--- config.mk ---
export PLATFORM = sky130hd
export DESIGN_NAME = pipe_hazard_ctrl
export DESIGN_NICKNAME = d
export VERILOG_FILES = /design/src/rtl/pipe_hazard_ctrl.sv
export SDC_FILE = /design/constraint.sdc
export NUM_CORES = 1
export LEC_CHECK = 0
export BUFFER_PORTS_ARGS = -buffer_cell sky130_fd_sc_hd__buf_2
export CORE_MARGIN = 1
export CORE_UTILIZATION = 52
export DETAILED_ROUTE_END_ITERATION = 8
export PLACE_DENSITY = 0.79
export SYNTH_ARGS = -nofsm -noshare
export SYNTH_HDL_FRONTEND = slang
export SYNTH_SLANG_ARGS = --single-unit
--- constraint.sdc ---
create_clock -name clk -period 2.21 [get_ports clk]
set_input_delay 0.442 -clock clk [delete_from_list [all_inputs] [get_ports clk]]
set_output_delay 0.442 -clock clk [all_outputs]
set_load 0.01 [all_outputs]
--- src/rtl/pipe_hazard_ctrl.sv ---
// pipe_hazard_ctrl: hazard and stall control for a five-stage pipeline.
// Detects load-use hazards, sequences a multi-cycle multiply/divide unit,
// handles taken branches and instruction-memory wait states, and keeps a
// sticky fetch-timeout flag plus a saturating count of stalled cycles.
// Optional feature macro: HAZARD_MDU_EN. When defined, the MDU busy FSM and
// its down-counter are built. When undefined, the MDU inputs are ignored and
// mdu_busy/mdu_done are tied low.
module pipe_hazard_ctrl #(
  parameter int MDU_CYCLES    = 32,
  parameter int FETCH_TIMEOUT = 1023
) (
  input  logic        clk,
  input  logic        rst,
  input  logic [4:0]  id_rs,
  input  logic [4:0]  id_rt,
  input  logic        ex_memread,
  input  logic [4:0]  ex_rt,
  input  logic        ex_mdu_start,
  input  logic        id_mdu_dep,
  input  logic        id_branch_taken,
  input  logic        imem_ready,
  output logic        pc_en,
  output logic        IFID_en,
  output logic        IFID_clear,
  output logic        IDEX_clear,
  output logic        mdu_busy,
  output logic        mdu_done,
  output logic        fetch_err,
  output logic [15:0] stall_cnt
);

  localparam logic [9:0] LP_FETCH_LIMIT = 10'(FETCH_TIMEOUT);

  // Saturating increment of the 10-bit fetch wait counter.
  function automatic logic [9:0] sat_inc10(input logic [9:0] val);
    if (val == 10'h3FF) return val;
    return val + 10'd1;
  endfunction

  // Saturating increment of the 16-bit stall counter.
  function automatic logic [15:0] sat_inc16(input logic [15:0] val);
    if (val == 16'hFFFF) return val;
    return val + 16'd1;
  endfunction

  logic       w_mdu_busy;
  logic       w_mdu_done;
  logic       w_mdu_stall;
  logic       w_load_use;
  logic [9:0] r_to_cnt;
  logic       r_fetch_err;
  logic [15:0] r_stall_cnt;
  logic [9:0] w_to_cnt_inc;

`ifdef HAZARD_MDU_EN
  localparam logic [7:0] LP_MDU_LOAD = 8'(MDU_CYCLES - 1);

  typedef enum logic {
    S_RUN      = 1'b0,
    S_MDU_BUSY = 1'b1
  } state_t;

  state_t     r_state;
  state_t     w_state_nxt;
  logic [7:0] r_mdu_cnt;
  logic [7:0] w_mdu_cnt_nxt;

  // MDU state register and remaining-cycle counter; reset abandons any operation.
  always_ff @(posedge clk or negedge rst) begin
    if (!rst) begin
      r_state   <= S_RUN;
      r_mdu_cnt <= 8'd0;
    end else begin
      r_state   <= w_state_nxt;
      r_mdu_cnt <= w_mdu_cnt_nxt;
    end
  end

  // MDU next-state logic: a start while already busy is ignored.
  always_comb begin
    w_state_nxt   = r_state;
    w_mdu_cnt_nxt = r_mdu_cnt;
    w_mdu_busy    = 1'b0;
    w_mdu_done    = 1'b0;
    case (r_state)
      S_RUN: begin
        if (ex_mdu_start) begin
          w_state_nxt   = S_MDU_BUSY;
          w_mdu_cnt_nxt = LP_MDU_LOAD;
        end
      end
      S_MDU_BUSY: begin
        w_mdu_busy = 1'b1;
        if (r_mdu_cnt == 8'd0) begin
          w_mdu_done  = 1'b1;
          w_state_nxt = S_RUN;
        end else begin
          w_mdu_cnt_nxt = r_mdu_cnt - 8'd1;
        end
      end
      default: begin
        w_state_nxt = S_RUN;
      end
    endcase
  end

  // A dependent instruction is held through the final (done) MDU cycle.
  assign w_mdu_stall = w_mdu_busy & id_mdu_dep;
`else
  logic w_mdu_unused;

  // Without the MDU the related inputs and parameter have no effect.
  assign w_mdu_unused = ^{ex_mdu_start, id_mdu_dep, 8'(MDU_CYCLES)};
  assign w_mdu_busy   = 1'b0;
  assign w_mdu_done   = 1'b0;
  assign w_mdu_stall  = 1'b0;
`endif

  // Register zero never carries a real dependency.
  assign w_load_use = ex_memread & (ex_rt != 5'd0) &
                      ((ex_rt == id_rs) | (ex_rt == id_rt));

  // Pipeline control in strict priority: data hazard, branch, fetch wait, run.
  always_comb begin
    pc_en      = 1'b0;
    IFID_en    = 1'b0;
    IFID_clear = 1'b1;
    IDEX_clear = 1'b1;
    if (rst) begin
      if (w_load_use | w_mdu_stall) begin
        // The branch in ID re-resolves once the hazard clears, so keep it.
        pc_en      = 1'b0;
        IFID_en    = 1'b0;
        IFID_clear = 1'b0;
        IDEX_clear = 1'b1;
      end else if (id_branch_taken) begin
        pc_en      = 1'b1;
        IFID_en    = 1'b0;
        IFID_clear = 1'b1;
        IDEX_clear = 1'b0;
      end else if (!imem_ready) begin
        pc_en      = 1'b0;
        IFID_en    = 1'b0;
        IFID_clear = 1'b1;
        IDEX_clear = 1'b0;
      end else begin
        pc_en      = 1'b1;
        IFID_en    = 1'b1;
        IFID_clear = 1'b0;
        IDEX_clear = 1'b0;
      end
    end
  end

  assign w_to_cnt_inc = sat_inc10(r_to_cnt);

  // Consecutive fetch-wait counter and sticky timeout flag.
  always_ff @(posedge clk or negedge rst) begin
    if (!rst) begin
      r_to_cnt    <= 10'd0;
      r_fetch_err <= 1'b0;
    end else if (!imem_ready) begin
      r_to_cnt <= w_to_cnt_inc;
      if (w_to_cnt_inc >= LP_FETCH_LIMIT) begin
        r_fetch_err <= 1'b1;
      end
    end else begin
      r_to_cnt <= 10'd0;
    end
  end

  // Saturating count of cycles in which the PC did not advance.
  always_ff @(posedge clk or negedge rst) begin
    if (!rst) begin
      r_stall_cnt <= 16'd0;
    end else if (!pc_en) begin
      r_stall_cnt <= sat_inc16(r_stall_cnt);
    end
  end

  assign mdu_busy  = w_mdu_busy;
  assign mdu_done  = w_mdu_done;
  assign fetch_err = r_fetch_err;
  assign stall_cnt = r_stall_cnt;

endmodule

==> results of run 1 <==
-- final timing paths --
check / from / endpoint / slack, ns / cells past startpoint
min in group asynchronous: rst / r_to_cnt[9] / 0.44 / 2
worst min register to register: fetch_err / fetch_err / 0.49 / 1
worst max register to register: stall_cnt[5] / stall_cnt[14] / 0.32 / 5
worst min-delay path: imem_ready / r_to_cnt[3] / 0.42 / 2
max in group asynchronous: rst / stall_cnt[12] / 1.23 / 3
worst max-delay path: ex_rt[1] / pc_en / 0.03 / 5
-- kinds of logic after synthesis --
| group | count (synthesis) | share of synthesized area (%) |
|---|---|---|
| xor gates and xnor gates | 24 | 12.9 |
| muxes | 4 | 2.69 |
| other | 1 | 0.231 |
| adders and majority gates | 2 | 1.54 |
| AOI/OAI and AO/OA | 24 | 10.1 |
| DFF | 27 | 41.6 |
| buffers and inverters | 9 | 3.23 |
| and+or+nand+nor | 79 | 27.7 |
-- routing by layer --
layer / GRT usage [%] / vias up
li1: - / 698
met1: 30.3 / 679
met2: 39.2 / 44
met3: 2.90 / 5
met4: 6.80 / 0
met5: 0 / -
-- state kept, by name, indices dropped and copies added (netlist names) --
register,flops
stall_cnt,16
r_to_cnt,10
fetch_err,1
-- repair_timing --
item	4_1_cts	5_1_grt
hold buffers	1	0
buffers inserted	0	2
gates resized for setup	0	1
endpoints found under the setup margin	0	1
hold endpoints to repair	1	0
-- cell type report --
cell class / instances / area, sq um
Fill cell: 241 / 935
Multi-Input combinational cell: 135 / 901
Sequential cell: 27 / 676
Timing Repair Buffer: 47 / 262
Tap cell: 31 / 38.8
Clock buffer: 4 / 26.3
Inverter: 4 / 15.0
-- power breakdown --
part	total (W)	internal [W]	switching (W)	leakage, nW
sequential	0.000695	0.000587	0.000108	0.342
combinational	0.000417	0.000195	0.000222	0.501
clock	0.000216	0.0000708	0.000145	0.0150
-- synth_stat cells, drive strengths merged, types with 2 or more instances --
cell   instances  share of area (%)
dfrtp         27                 42
xor2          21                 11
nor2          16                3.7
nand2         15                3.5
nor3          12                4.3
nand3         10                3.1
o21ai         10                3.3
nor4           5                4.2
a21oi          4                1.2
and3           4                1.5
buf            4                2.1
inv            4               0.92
nor4b          4                2.2
a31oi          3                1.2
mux2           3                2.1
nand4          3                1.2
nor2b          3                1.2
xnor2          3                1.6
ha             2                1.5
or3            2               0.77
-- stage by stage --
step,instances,hold slack (ns),utilization [%],power (W),area (sq um)
2_1_floorplan,171,0.146,-,0.000933,1630
3_3_place_gp,241,0.258,65.2,0.00109,1860
3_5_place_dp,241,0.265,65.2,0.00112,1860
4_1_cts,246,0.425,66.5,0.00133,1900
5_1_grt,248,0.438,67.2,0.00142,1920
6_report,248,0.423,67.2,0.00133,1920
==> impl_metrics.ini, run 1 <==
[pwr]
power.density_mw_per_mm2 = 693
cellLeakagePower_nw = 0.859
max-vdd-ir-drop_mv = 0.493

[critical_path]
slowest_delay_ns = 0.54
startpoint_type = input port
required_ns = 1.77
cp_max_fo = 6
critical_path_class = input port to output port
path_delay_family = simple AND/OR/NAND/NOR gates
critPathArrivalTime_ns = 1.74
crit_path_top_delay_cell = or4_1
crit_chain = buf_2, or4_1, o21ai_2, o221a_4, buf_6
crit_buf_inv = 2
cp-end-kind = output port

[clock_network]
htreeDepth = 1
clkSlewWorstSetupHoldPaths_ns = 0.14
cts_tree = built
root_buffer = clkbuf_4
cts_num_sinks = 27
cts_buffers = 3
clock_path_buffers = 2
clock_latency_ns = 0.33

[synth]
synth_edf_count = 0
avgSynthCellArea_sq_um = 9.56
ys_warn_count = 0
seq_area_frac_synth_pct = 41.6
synth.distinct_cells = 41
synth-seq-cells = 27
async_reset_ff_share_pct = 100
postSynthCellCount = 170
syn-cell-area_sq_mm = 0.00163
synth_flop_cell = dfrtp_1

[sta]
finalWorstSetupSlack_ns = 0.0296
final.setup.tns_ns = 0
hold_viol = 0
rsz0062_at_grt = false
maxSlewViolCount = 0
setup_viol = 0
period_needed_ns = 2.18
clock_skew_ns = 0.00577
fmax_mhz = 459
period_share_pct = 98.7

[route]
drc = 1
drtAntennaViolNets = 0
top_layer = met4
num_vias = 1426
dr.first_iter.drc_count = 38
met1Wirelength_mm = 1.49
via_per_inst = 5.75
drt_wl_total_mm = 3.52
wl_met2_mm = 1.81
wl_met3_microns = 181
wl_per_cell_microns = 14.2
drtPass1Iterations = 6

[global_route]
track_usage_pct = 22.8
grt_pass1_vias = 1334
grt_pass1_wl_mm = 5.85
overflow = 0
antenna_found_initial = 0
grt_max_degree = 27

[run]
maxCapViolCount = 0

[hold_path]
hp-class = input port to flop

[floorplan]
die_y_microns = 57.9
io_pins = 45
dieArea_sq_mm = 0.00335
start_util_pct = 57.0
fp-row-count = 19
die-width_microns = 57.9
core_area_sq_mm = 0.00285

[final_layout]
final_nets = 242
antenna_cells = 0
syn_to_final_growth_pct = 18.0
layout_commonest_cell = buf_2
most-common-layout-cells = buf_2 (39), dfrtp_1 (27), xor2_1 (21)
drive_gt1_share_pct = 27.2

[place]
gp_congestion = 0.903
pre_cts_ws_ns = -0.0110
portBuffers = 40
hpwl_mm = 2.68

[outcome]
violations = DRC
status = complete, but fails checks
(Power assumes the default switching activity.)
==> run 2, diff against run 1 <==
--- a/config.mk
+++ b/config.mk
@@ -6,10 +6,12 @@
 export NUM_CORES = 1
 export LEC_CHECK = 0
 export BUFFER_PORTS_ARGS = -buffer_cell sky130_fd_sc_hd__buf_2
+export CORE_ASPECT_RATIO = 1.5
 export CORE_MARGIN = 1
-export CORE_UTILIZATION = 52
+export CORE_UTILIZATION = 56
 export DETAILED_ROUTE_END_ITERATION = 8
-export PLACE_DENSITY = 0.79
+export PLACE_DENSITY = 0.85
+export SKIP_CTS_REPAIR_TIMING = 1
 export SYNTH_ARGS = -nofsm -noshare
 export SYNTH_HDL_FRONTEND = slang
 export SYNTH_SLANG_ARGS = --single-unit
==> constraint.sdc (replaced) <==
create_clock -name clk -period 2.7 [get_ports clk]
set_input_delay 0.54 -clock clk [delete_from_list [all_inputs] [get_ports clk]]
set_output_delay 0.54 -clock clk [all_outputs]
set_load 0.01 [all_outputs]
==> impl_metrics.ini, run 2 (same netlist as run 1, synthesis figures left out) <==
[sta]
hold_viol = 0
clock_skew_ns = 0.00528
rsz0062_at_grt = false
period_share_pct = 90.6
setup_viol = 0
maxSlewViolCount = 0
fmax_mhz = 409
period_needed_ns = 2.45
final.setup.tns_ns = 0

[critical_path]
cp-end-kind = output port
cp_num_cells = 5
slowest_delay_ns = 0.53
cp_max_fo = 16
crit_path_top_delay_cell = or4_1
required_ns = 2.16
crit_buf_inv = 2
startpoint_type = input port
cp_common_cell = buf_2
path_delay_family = simple AND/OR/NAND/NOR gates
critical_path_class = input port to output port
r2r_cells = 6
crit_chain = buf_2, or4_1, o21ai_2, o221a_4, buf_2
critPathArrivalTime_ns = 1.91

[clock_network]
clkSlewWorstSetupHoldPaths_ns = 0.09
cts_num_sinks = 27
cts_buffers = 3
htreeDepth = 1
cts_tree = built
root_buffer = clkbuf_8
clock_path_buffers = 2
clock_latency_ns = 0.27

[final_layout]
most-common-layout-cells = buf_2 (40), dfrtp_1 (27), xor2_1 (21)
largest_reg_flops = 16
layout_commonest_cell = buf_2
antenna_cells = 0
drive_gt1_share_pct = 26.3
fillers = 233
syn_to_final_growth_pct = 17.2
final_nets = 238
fin_area_sq_mm = 0.00191

[floorplan]
fp-row-count = 23
io_pins = 45
die-width_microns = 46.0
start_util_pct = 60.1
dieArea_sq_mm = 0.00313
die_y_microns = 68.0
core_area_sq_mm = 0.00271

[pwr]
max-vdd-ir-drop_mv = 0.428
power.density_mw_per_mm2 = 590
cellLeakagePower_nw = 0.847

[route]
drt_wl_total_mm = 3.52
drc = 0
drtPass1Iterations = 4
via_per_inst = 5.79
num_vias = 1448
wl_per_cell_microns = 14.1
dr.first_iter.drc_count = 59
drtAntennaViolNets = 0

[outcome]
status = complete, no violations

[global_route]
grt_pass1_wl_mm = 5.75
grt_pass1_vias = 1394
grt_max_degree = 26
antenna_found_initial = 0
overflow = 0
track_usage_pct = 24.6

[place]
placed_cell_area_sq_mm = 0.00186
gp_congestion = 0.916
portBuffers = 40
hpwl_mm = 2.80

[run]
maxCapViolCount = 0

[hold_path]
hp-class = input port to asynchronous set/reset pin
## run 2: area by class of cell
cell class / instances / area, sq um / share of cell area [%]
Sequential cell: 27 / 676 / 35.5
Inverter: 4 / 15.0 / 0.788
Tap cell: 37 / 46.3 / 2.43
Timing Repair Buffer: 43 / 223 / 11.7
Multi-Input combinational cell: 135 / 901 / 47.3
Clock buffer: 4 / 45.0 / 2.36
## run 2: metrics by stage
step | util (%) | hold WS, ns | total power (W) | worst slack, ns | cells
finish | 70.4 | 0.0824 | 0.00112 | 0.255 | 250
global route | 70.4 | 0.0677 | 0.00121 | 0.195 | 250
CTS | 70.4 | 0.0839 | 0.00113 | 0.258 | 250
detailed placement | 68.8 | 0.376 | 0.000910 | 0.246 | 246
global placement | 68.8 | 0.369 | 0.000883 | 0.270 | 246
floorplan | - | 0.244 | 0.000764 | 0.510 | 171
## run 2: worst reg2reg max path, cell delays in order (launching register included)
cell and delay, ns:
dfrtp_1 0.44, ha_1 0.21, nand2_1 0.17, or2_2 0.36, nor3_1 0.31, nor2_1 0.13, mux2_1 0.33
## run 2: layer usage
metal  routed length (microns)  vias to the layer above  GRT usage (%)
met4                         9                        0           5.88
met1                      1320                      675           27.1
met5                         0                        -              0
li1                          -                      692              -
met2                      1980                       79           47.5
met3                       215                        2           2.90
## run 2: power by group
| group | leakage (nW) | internal [W] | switching [W] |
|---|---|---|---|
| Sequential | 0.342 | 0.000481 | 0.0000902 |
| Clock | 0.0228 | 0.000106 | 0.000120 |
| Combinational | 0.482 | 0.000149 | 0.000179 |
| Total | 0.847 | 0.000735 | 0.000389 |
## run 2: final timing paths
check                              from           end  slack [ns]
max                            ex_rt[1]         pc_en        0.25
max reg2reg                stall_cnt[0]  stall_cnt[1]        0.65
min in group clk           stall_cnt[7]  stall_cnt[7]        0.49
min reg2reg                stall_cnt[7]  stall_cnt[7]        0.49
min                                 rst   r_to_cnt[7]        0.08
max in group asynchronous           rst  stall_cnt[4]        2.08
